===== config.mk =====
export PLATFORM = sky130hd
export DESIGN_NAME = interrupt_controller
export DESIGN_NICKNAME = d
export VERILOG_FILES = /design/src/rtl/interrupt_controller_pkg.sv /design/src/rtl/interrupt_controller_prio.sv /design/src/rtl/interrupt_controller.sv
export SDC_FILE = /design/constraint.sdc
export NUM_CORES = 1
export LEC_CHECK = 0
export CORE_UTILIZATION = 48
export CTS_CLUSTER_DIAMETER = 30
export CTS_CLUSTER_SIZE = 8
export DETAILED_ROUTE_END_ITERATION = 10
export PLACE_DENSITY = 0.82
export SYNTH_ARGS = -nofsm -noshare
export SYNTH_HDL_FRONTEND = slang
export SYNTH_SLANG_ARGS = --single-unit

===== constraint.sdc =====
create_clock -name clk -period 3.55 [get_ports clk]
set_input_delay 0.71 -clock clk [delete_from_list [all_inputs] [get_ports clk]]
set_output_delay 0.71 -clock clk [all_outputs]
set_load 0.1 [all_outputs]

===== src/rtl/interrupt_controller_pkg.sv =====
// Shared types and constants for the 8-line edge-triggered interrupt controller.
package interrupt_controller_pkg;

    localparam int          IC_NUM_IRQ     = 8;
    localparam logic [15:0] IC_VECTOR_BASE = 16'h0010;

    typedef enum logic [1:0] {
        IDLE    = 2'd0,
        REQ     = 2'd1,
        SERVICE = 2'd2
    } ic_state_e;

endpackage


===== src/rtl/interrupt_controller_prio.sv =====
// Fixed-priority encoder: the lowest set index of the active set wins.
module irq_priority_encoder
    import interrupt_controller_pkg::*;
(
    input  logic [IC_NUM_IRQ-1:0] active_i,
    output logic [2:0]            id_o,
    output logic                  valid_o
);

    // Scan downward so the last assignment is the lowest set index.
    always_comb begin
        id_o = 3'd0;
        for (int i = IC_NUM_IRQ - 1; i >= 0; i--) begin
            if (active_i[i]) begin
                id_o = 3'(i);
            end
        end
    end

    assign valid_o = |active_i;

endmodule


===== src/rtl/interrupt_controller.sv =====
// Edge-triggered, maskable, non-nesting interrupt controller with a vectored bus read-out.
module interrupt_controller
    import interrupt_controller_pkg::*;
#(
    parameter logic [15:0] VECTOR_BASE = IC_VECTOR_BASE,
    parameter int          NUM_IRQ     = IC_NUM_IRQ
) (
    input  logic               clk,
    input  logic               rst,
    input  logic [NUM_IRQ-1:0] irq,
    input  logic               mask_write,
    input  logic [15:0]        wr_data,
    input  logic               io_store_retaddr,
    input  logic               io_push_ints,
    input  logic               io_push_int_addr,
    input  logic               eoi,
    output logic               io_interrupt,
    output logic [15:0]        d_out,
    output logic               d_oe,
    output ic_state_e          state_o
);

    ic_state_e          state_q;
    logic [NUM_IRQ-1:0] irq_q;
    logic [NUM_IRQ-1:0] pending_q, pending_d;
    logic [NUM_IRQ-1:0] mask_q, mask_d;
    logic [NUM_IRQ-1:0] irq_edge, active, clr_mask;
    logic [2:0]         active_id_q, win_id, vec_id;
    logic               win_valid, enter_service, irq_out_q;
    logic [15:0]        vec_addr;
    logic [7:0]         unused_wr_hi;

    assign unused_wr_hi = wr_data[15:8];

    assign irq_edge = irq & ~irq_q;
    assign active   = pending_q & mask_q;

    irq_priority_encoder u_prio (
        .active_i (active),
        .id_o     (win_id),
        .valid_o  (win_valid)
    );

    assign enter_service = (state_q == REQ) && win_valid && io_store_retaddr;
    assign clr_mask      = enter_service ? (NUM_IRQ'(1) << win_id) : '0;

    // A fresh edge on the line being cleared must survive, so the set is OR'd last.
    assign pending_d = (pending_q & ~clr_mask) | irq_edge;
    assign mask_d    = mask_write ? wr_data[NUM_IRQ-1:0] : mask_q;

    always_ff @(posedge clk or posedge rst) begin
        if (rst) begin
            irq_q     <= '0;
            pending_q <= '0;
            mask_q    <= '0;
        end else begin
            irq_q     <= irq;
            pending_q <= pending_d;
            mask_q    <= mask_d;
        end
    end

    // io_interrupt is registered alongside the state so it is high exactly in REQ.
    always_ff @(posedge clk or posedge rst) begin
        if (rst) begin
            state_q     <= IDLE;
            active_id_q <= 3'd0;
            irq_out_q   <= 1'b0;
        end else begin
            case (state_q)
                IDLE: begin
                    if (win_valid) begin
                        state_q   <= REQ;
                        irq_out_q <= 1'b1;
                    end
                end
                REQ: begin
                    if (!win_valid) begin
                        state_q   <= IDLE;
                        irq_out_q <= 1'b0;
                    end else if (io_store_retaddr) begin
                        state_q     <= SERVICE;
                        active_id_q <= win_id;
                        irq_out_q   <= 1'b0;
                    end
                end
                SERVICE: begin
                    if (eoi) begin
                        state_q <= IDLE;
                    end
                end
                default: begin
                    state_q   <= IDLE;
                    irq_out_q <= 1'b0;
                end
            endcase
        end
    end

    assign io_interrupt = irq_out_q;
    assign state_o      = state_q;

    assign vec_id   = (state_q == SERVICE) ? active_id_q : win_id;
    assign vec_addr = VECTOR_BASE + {12'b0, vec_id, 1'b0};

    always_comb begin
        d_out = 16'h0000;
        d_oe  = 1'b0;
        if (io_push_int_addr) begin
            d_out = vec_addr;
            d_oe  = 1'b1;
        end else if (io_push_ints) begin
            d_out = {mask_q, pending_q};
            d_oe  = 1'b1;
        end
    end

endmodule


==> impl_metrics.csv <==
group,metric,value,unit
status,status,"finished, violations left",
status,violations,"DRC",
timing,setup_viol,0,
critical_path,max_stage_delay,640,ps
critical_path,start_kind,"primary input",
routing,ant_nets,0,
clock_tree,numCtsBuffers,5,
clock_tree,clk_latency,340,ps
die,die-area,3350,µm²
finish,mostFrequentLayoutCells,"dfrtp_1, clkdlybuf4s50_1, buf_12",
global_routing,overflow,0,
timing,period_share,0.790,
routing,drc,1,
clock_tree,cts_tree,"built",
synth,synth-edff-count,0,
critical_path,crit_arrival,2090,ps
placement,place.port_buffers,42,
placement,post-place-ws,760,ps
critical_path,rr_endpoint,"active_id_q[2]$_DFFE_PP0P_",
critical_path,path_cells,"clkdlybuf4s50_1 -> nor2b_1 -> buf_4 -> a32oi_1 -> o21ai_1 -> buf_12",
timing,hold_viol,0,
critical_path,ff2ff_path_depth,4,
power,vdd_drop_max,0.468,mV
placement,hpwlAfterDp,2.53,mm
critical_path,r2r-start,"pending_q[4]$_DFF_PP0_",
clock_tree,cts_setup_buffers,0,
finish,antenna_cells,0,
critical_path,r2r_setup_slack,2040,ps
global_routing,grt_pass1_wl,5.52,mm
synth,async_flop_share,1.00,
critical_path,crit_start,"io_push_int_addr",
critical_path,cp-endpoint,"d_out[1]",
critical_path,endpoint_kind,"output port",
clock_tree,cts.sinks,30,
synth,ys_types,33,
critical_path,critPathSlowestCell,"clkdlybuf4s50_1",
power,p_leak,0.940,nW
global_routing,antenna_found_initial,0,
synth,syn_nets,170,
clock_tree,root_buffer,"clkbuf_4",
min_path,min_path_type,"reg -> reg",
global_routing,grt_use_total,0.226,
finish,drive_above_1_share,0.241,
die,ios,51,
global_routing,grt_max_degree,31,
synth,synth_warnings,0,
timing,tightest_slew,986,ps
synth,ys.flop_type,"dfrtp_1",
finish,area_delta_synth_final,43.0,%
timing,setup_ws,746,ps
finish,fillerInstances,209,
timing,maxSlewHeadroom,0.341,
finish,multiInputGateArea,696,µm²
clock_tree,postCtsResizedCells,0,
timing,rsz0062_at_grt,"false",
timing,fin_skew,11.5,ps
timing,min_period,2800,ps
die,die_x,57.9,µm
synth,yosysSeqAreaShare,0.501,
placement,gp_congestion,0.810,
die,die_y,57.9,µm
critical_path,cp_data_required_time,2840,ps
routing,num_vias,1211,
clock_tree,cts_hold_buf,0,
synth,syn_area_per_cell,10.8,µm²
routing,first_iter_violations,65,
timing,finalSetupTns,0,ps
die,coreArea,2850,µm²
synth,synth_cells,139,
critical_path,crit_type,"in -> out",
synth,ys_ff_latch,30,
power,powerDensity,598,nW/µm²
routing,dr.pass1.iters,7,
global_routing,grt_pass1_vias,1229,
routing,wl_per_cell,15.4,µm
die,initial_core_util,0.525,
timing,maxSlewViolCount,0,
finish,final_common_cell,"dfrtp_1",
synth,synthesis.area,1500,µm²
clock_tree,clkTransAtPathRegs,90,ps
critical_path,crit_fanout,13,
job,maxCapViolCount,0,
finish,regArea,751,µm²
routing,drt-total-wl,3.35,mm
timing,max_freq,0.357,GHz
clock_tree,clock_path_buffers,2,
die,rows,19,
routing,vias_per_cell,5.56,
clock_tree,htree_levels,2,
finish,layout.nets,217,
cells by family (layout without fill, tap and decap cells):
kind of cell    count (synthesis)  after routing  share of synthesized area
flops                          30             30                      0.501
compound gates                 38             38                      0.196
simple gates                   46             46                      0.187
buf+inv                        15             63                     0.0384
mux                            10             10                     0.0769
sequential cells by signal, summed over array words and instances (netlist names):
signal	count
state_o	2
mask_q	8
pending_q	8
io_interrupt	1
active_id_q	3
irq_q	8
layer usage:
layer | track usage | part of all wire | vias to the layer above | wire length [µm]
li1 | - | - | 580 | -
met1 | 0.246 | 0.41 | 590 | 1360
met2 | 0.394 | 0.52 | 32 | 1760
met3 | 0.0647 | 0.044 | 9 | 146
met4 | 0.122 | 0.027 | 0 | 89
met5 | 0 | 0 | - | 0
worst max-delay path: cells and delay by family:
kind            cells  cell delay, ps
buf+inv             3            1000
compound gates      2             280
simple gates        1              90
per-stage QoR:
step | hold slack (ps) | total power [mW] | utilization | instance area (µm²) | instances
2_1_floorplan | 400 | 0.897 | - | 1500 | 139
3_3_place_gp | 406 | 1.06 | 0.730 | 2080 | 210
6_report | 424 | 1.28 | 0.751 | 2140 | 218
4_1_cts | 429 | 1.29 | 0.751 | 2140 | 218
3_5_place_dp | 415 | 1.07 | 0.730 | 2080 | 210
5_1_grt | 436 | 1.34 | 0.751 | 2140 | 218
cell type report:
class,count,area share
clock buffer,7,0.0257
clock inverter,1,0.00234
inverter,11,0.0193
multi-input combinational,94,0.325
sequential,30,0.350
tap,31,0.0181
timing repair buffer,44,0.259
cell usage after synthesis, types with 3 or more instances:
cell      number  area, µm²
nor2b_1        6       37.5
inv_1         11       41.3
a22oi_1        3       22.5
a21oi_1        9       45.0
a32oi_1        3       26.3
mux2_2         8       90.1
o21ai_0       11       55.1
a22oi_4        4       85.1
dfrtp_1       30        751
nand2_1       12       45.0
nor2_1         3       11.3
clkbuf_1       3       11.3
nand2b_1       3       18.8
and2_1        11       68.8
how the worst min path moves through the flow:
stage                  startpoint                     end  slack, ps  cells after the start
3_5_place_dp   irq_q[1]$_DFF_PP0_  pending_q[1]$_DFF_PP0_        420                      1
5_1_grt        irq_q[1]$_DFF_PP0_  pending_q[1]$_DFF_PP0_        440                      1
6_report       irq_q[1]$_DFF_PP0_  pending_q[1]$_DFF_PP0_        420                      1
3_3_place_gp   irq_q[0]$_DFF_PP0_  pending_q[0]$_DFF_PP0_        410                      1
2_1_floorplan  irq_q[0]$_DFF_PP0_  pending_q[0]$_DFF_PP0_        400                      1
4_1_cts        irq_q[1]$_DFF_PP0_  pending_q[1]$_DFF_PP0_        430                      1
report_power, final:
part	switching, mW	total (mW)	internal (mW)
Combinational	0.401	0.601	0.200
Sequential	0.0680	0.468	0.400
Clock	0.117	0.213	0.0958
Total	0.586	1.28	0.695
No activity file was read; power rests on OpenSTA's default activity.
